--- src/rtl/mult_issue_ctrl.sv ---
// -----------------------------------------------------------------------------
// mult_issue_ctrl
// Upstream sequencer for the radix-4 iterative multiplier. Accepts operand
// pairs over valid/ready, drives the multiplier with a hold-high mult_begin,
// captures the product on mult_end into a single-entry result register and
// aborts with a zero product if mult_end does not arrive within TIMEOUT cycles.
//
// Ports
//   clk, rst                       clock, asynchronous active-high reset
//   in_valid/in_ready              operand handshake (in_ready combinational)
//   in_op1, in_op2, in_tag         signed operands and request tag
//   mult_begin, mult_op1/2         multiplier request, held for whole operation
//   mult_product, mult_end         multiplier result and completion pulse
//   out_valid/out_ready            result handshake
//   out_product, out_tag           captured product (0 on timeout) and its tag
//   out_timeout                    result came from a timeout abort
//   busy                           an operation is in flight
// -----------------------------------------------------------------------------
module mult_issue_ctrl #(
   parameter int unsigned TAG_W   = 4,
   parameter int unsigned TIMEOUT = 24
) (
   input  logic              clk,
   input  logic              rst,
   input  logic              in_valid,
   output logic              in_ready,
   input  logic [31:0]       in_op1,
   input  logic [31:0]       in_op2,
   input  logic [TAG_W-1:0]  in_tag,
   output logic              mult_begin,
   output logic [31:0]       mult_op1,
   output logic [31:0]       mult_op2,
   input  logic [63:0]       mult_product,
   input  logic              mult_end,
   output logic              out_valid,
   input  logic              out_ready,
   output logic [63:0]       out_product,
   output logic [TAG_W-1:0]  out_tag,
   output logic              out_timeout,
   output logic              busy
);

   localparam int unsigned OP_W   = 32;
   localparam int unsigned PROD_W = 64;
   localparam int unsigned CNT_W  = $clog2(TIMEOUT + 1);

   localparam logic [0:0] S_IDLE = 1'b0;
   localparam logic [0:0] S_RUN  = 1'b1;

   logic [0:0]        state_q,       state_d;
   logic [CNT_W-1:0]  cnt_q,         cnt_d;
   logic              begin_q,       begin_d;
   logic [OP_W-1:0]   op1_q,         op1_d;
   logic [OP_W-1:0]   op2_q,         op2_d;
   logic [TAG_W-1:0]  tag_q,         tag_d;
   logic              out_valid_q,   out_valid_d;
   logic [PROD_W-1:0] out_product_q, out_product_d;
   logic [TAG_W-1:0]  out_tag_q,     out_tag_d;
   logic              out_timeout_q, out_timeout_d;
   logic              accept_c;

   // Issue only from IDLE, and only if the result slot is empty or draining now.
   assign in_ready = (state_q == S_IDLE) & (~out_valid_q | out_ready);
   assign accept_c = in_valid & in_ready;

   // State register and all datapath registers.
   always_ff @(posedge clk or posedge rst) begin
      if (rst) begin
         state_q       <= S_IDLE;
         cnt_q         <= '0;
         begin_q       <= 1'b0;
         op1_q         <= '0;
         op2_q         <= '0;
         tag_q         <= '0;
         out_valid_q   <= 1'b0;
         out_product_q <= '0;
         out_tag_q     <= '0;
         out_timeout_q <= 1'b0;
      end else begin
         state_q       <= state_d;
         cnt_q         <= cnt_d;
         begin_q       <= begin_d;
         op1_q         <= op1_d;
         op2_q         <= op2_d;
         tag_q         <= tag_d;
         out_valid_q   <= out_valid_d;
         out_product_q <= out_product_d;
         out_tag_q     <= out_tag_d;
         out_timeout_q <= out_timeout_d;
      end
   end

   // Next-state and register-update logic.
   always_comb begin
      state_d       = state_q;
      cnt_d         = cnt_q;
      begin_d       = begin_q;
      op1_d         = op1_q;
      op2_d         = op2_q;
      tag_d         = tag_q;
      out_valid_d   = out_valid_q;
      out_product_d = out_product_q;
      out_tag_d     = out_tag_q;
      out_timeout_d = out_timeout_q;

      // Consumer drain; a same-cycle capture below overrides it.
      if (out_valid_q && out_ready) begin
         out_valid_d = 1'b0;
      end

      case (state_q)
         S_IDLE: begin
            if (accept_c) begin
               op1_d   = in_op1;
               op2_d   = in_op2;
               tag_d   = in_tag;
               begin_d = 1'b1;
               cnt_d   = '0;
               state_d = S_RUN;
            end
         end
         S_RUN: begin
            cnt_d = cnt_q + CNT_W'(1);
            // Completion wins over a coincident timeout.
            if (mult_end) begin
               out_product_d = mult_product;
               out_tag_d     = tag_q;
               out_timeout_d = 1'b0;
               out_valid_d   = 1'b1;
               begin_d       = 1'b0;
               state_d       = S_IDLE;
            end else if (cnt_q == CNT_W'(TIMEOUT - 1)) begin
               out_product_d = '0;
               out_tag_d     = tag_q;
               out_timeout_d = 1'b1;
               out_valid_d   = 1'b1;
               begin_d       = 1'b0;
               state_d       = S_IDLE;
            end
         end
         default: begin
            state_d = S_IDLE;
            begin_d = 1'b0;
         end
      endcase
   end

   assign mult_begin  = begin_q;
   assign mult_op1    = op1_q;
   assign mult_op2    = op2_q;
   assign out_valid   = out_valid_q;
   assign out_product = out_product_q;
   assign out_tag     = out_tag_q;
   assign out_timeout = out_timeout_q;
   assign busy        = (state_q != S_IDLE);

endmodule
--- config.mk ---
export PLATFORM = sky130hd
export DESIGN_NAME = mult_issue_ctrl
export DESIGN_NICKNAME = d
export VERILOG_FILES = /design/src/rtl/mult_issue_ctrl.sv
export SDC_FILE = /design/constraint.sdc
export NUM_CORES = 1
export LEC_CHECK = 0
export BUFFER_PORTS_ARGS = -buffer_cell sky130_fd_sc_hd__clkbuf_2
export CORE_MARGIN = 8
export CORE_UTILIZATION = 49
export CTS_CLUSTER_SIZE = 16
export DETAILED_ROUTE_END_ITERATION = 8
export PLACE_DENSITY = 0.95
export SETUP_SLACK_MARGIN = 0.1
export SLEW_MARGIN = 30
export SYNTH_ARGS = -nofsm -noshare
export SYNTH_HDL_FRONTEND = slang
export SYNTH_SLANG_ARGS = --single-unit
--- constraint.sdc ---
create_clock -name clk -period 13.65 [get_ports clk]
set_input_delay 2.0475 -clock clk [delete_from_list [all_inputs] [get_ports clk]]
set_output_delay 2.0475 -clock clk [all_outputs]
set_load 0.02 [all_outputs]
==> results.md <==
* Status: complete, no violations
* Total power at 0.00162 W
* CP endpoint kind: output pin
* CORE AREA at 10,800 µm²
* Post-DRT Antenna Nets at 0
* EDFF count, synth at 0
* Max clock buf depth at 2
* Vias in the first global route at 4,354
* Pin count of the biggest net entering global routing at 78
* Final wirelength at 13,900 µm
* First-pass DRT Iterations at 4
* Clock skew at 6.70 ps
* Layout area overhead at 36.8%
* Top_reg_cell synth: dfrtp_1
* Layout cells sized above 1 at 55.1%
* Starting DRT DRC Count at 182
* Avg Cell Area, Syn at 16.0 µm²
* Kind of critical path: primary input to output pin
* Most frequent cells after synthesis: dfrtp_1 (145), a22o_1 (64), mux2_1 (40), mux2_2 (28), buf_2 (14)
* CTS tree: built
* Antenna fix cells at 0
* Setup TNS at 0 ps
* Final Hold Viols at 0
* Max VDD drop at 108 µV
* Initial Utilization at 49.9%
* Worst hold slack at 485 ps
* Top cells by area, synth: dfrtp_1 (67%), a22o_1 (10%), mux2_1 (8.4%)
* Yosys cell types at 26
* Synth top area share at 67.4%
* Period utilisation layout at 34.2%
* Startpoint Class: primary input
* Max Cap Viol at 0
* Via count at 3,887
* Cells after synthesis at 337
* CP Max Fanout at 2
* Die X at 121 µm
* Req. time, crit path at 11,600 ps
* Mapped cell area at 5380 µm²
* Count of final setup violators at 0
* Ports at 274
* Synth Register Bits at 145
* Gp weighted congestion at 0.747
* Chip height at 121 µm
* Die area at 14,600 µm²
* Fmax at 0.214 GHz
* DP Wirelength at 10,700 µm
* Hold buffer count at cts at 0
* Rows at 38
* H-Tree Level Count at 4
* Worst-path clk slew at 60 ps
* Sequential area share after synthesis at 67.4%
* Asr flop ratio synth at 100%
* Max Slew Vio Count at 0
* Power per cell area at 220 nW/µm²
* Latest clock arrival within the worst-skew pair at 510 ps
* Count leader, synth: dfrtp_1
* Leakage at 3.85 nW
* CTS root buffer: clkbuf_8
* Max-slew headroom at 39.8%
* # DRC at 0
* Sink Count at 145
* All-Layer GR Usage at 19.6%
* RSZ-0062 raised after global routing: false
* First-pass GRT wire length at 22,400 µm
* Fin crit period at 4670 ps
* Hold WC Path Type: register to register
* Gr ovfl total at 0
* Syn nets at 475
* Synth area leader: dfrtp_1
* Initial antenna violation count at 0
* Worst EP arrival at 2620 ps
* Final #Nets at 747
* Tightest Pin Transition at 903 ps
* Post-CTS resize count at 0
* Ys Warns at 0
* WL/cell at 18.2 µm
* # Post-CTS Setup Buffers at 0
* Vias/cell at 5.11
* Inserted Clock Buffers at 17
* I/O Buffers at 273
==> worst paths after layout <==
check / start / end / slack, ps / cells past startpoint
max: out_ready / in_ready / 8980 / 4
min reg2reg: mult_op2[17]$_DFFE_PP0P_ / mult_op2[17]$_DFFE_PP0P_ / 480 / 1
max reg2reg: busy$_DFF_PP0_ / tag_q[3]$_DFFE_PP0P_ / 11500 / 3
min in group asynchronous: rst / out_product[60]$_DFFE_PP0P_ / 1600 / 2
min: mult_op2[17]$_DFFE_PP0P_ / mult_op2[17]$_DFFE_PP0P_ / 480 / 1
max in group asynchronous: rst / mult_op1[22]$_DFFE_PP0P_ / 10990 / 3
==> cell usage in the layout (no fill, tap or decap) <==
cell        synthesis  final
clkbuf_2            0    273
dfrtp_1           145    145
a22o_1             64     64
mux2_1             40     40
mux2_2             28     28
clkbuf_16           0     16
nand2b_1            6      6
o21ai_0             4      4
mux2_4              4      4
clkinv_4            0      4
nor2_1              3      3
clkinv_2            0      3
clkinvlp_4          0      3
a21o_1              2      2
inv_6               0      2
nand3_1             2      2
xnor2_1             2      2
o2bb2ai_1           2      2
nand2_1             2      2
clkbuf_8            0      2
buf_4               1      2
and2_4              0      1
and4b_1             1      1
o21ai_4             0      1
nor2b_1             1      1
nor3b_4             0      1
inv_1               2      1
a21oi_1             1      1
xor2_1              1      1
ha_1                1      1
bufinv_16           0      1
clkbuf_1            2      1
buf_6               6      1
==> flip-flops by register name (all words and copies together) (netlist names) <==
signal       cells
busy             1
cnt_q            5
mult_begin       1
mult_op1        32
mult_op2        32
out_product     64
out_tag          4
out_timeout      1
out_valid        1
tag_q            4
==> report_power, final <==
group	internal (W)	switching [W]	total, W
sequential	0.000574	0.0000877	0.000662
combinational	0.000214	0.000322	0.000536
clock	0.000246	0.000174	0.000420
total	0.00103	0.000584	0.00162
==> critical path, stage by stage <==
cell	delay, ps
clkbuf_2	90
nor2b_1	240
nor2_1	70
clkbuf_2	180
==> final cells by class <==
| cell class | instances | area, µm² |
|---|---|---|
| inverters | 2 | 12.5 |
| well taps | 140 | 175 |
| repair buffers | 276 | 1390 |
| flip-flops and latches | 145 | 3630 |
| clock buffers | 19 | 432 |
| fillers | 761 | 3430 |
| clock inverters | 12 | 111 |
| multi-input cells | 167 | 1610 |
==> stage by stage <==
stage / cells / utilization (%) / setup WS, ps / instance area [µm²]
final: 761 / 68.2 / 8980 / 7360
after global routing: 761 / 68.2 / 8950 / 7360
after CTS: 761 / 68.2 / 8990 / 7360
after detailed placement: 730 / 63.1 / 8990 / 6810
after global placement: 730 / 63.1 / 9000 / 6810
after floorplan: 337 / - / 7710 / 5380
==> logic make-up (layout without fill, tap and decap cells) <==
group	after synthesis	count (layout)	share of synthesized area (%)
flops	145	145	67.4
compound gates	74	74	11.6
mux	72	72	15.3
buf+inv	25	309	2.98
simple gates	17	17	1.88
xor+xnor	3	3	0.488
fa+ha+maj	1	1	0.232
==> layer usage <==
| metal | routed length, µm | GRT usage, % | vias up |
|---|---|---|---|
| li1 | - | - | 1782 |
| met1 | 5140 | 21.2 | 1899 |
| met2 | 7320 | 34.1 | 176 |
| met3 | 1090 | 6.48 | 30 |
| met4 | 334 | 8.90 | 0 |
| met5 | 0 | 0 | - |
(Power assumes the default switching activity.)
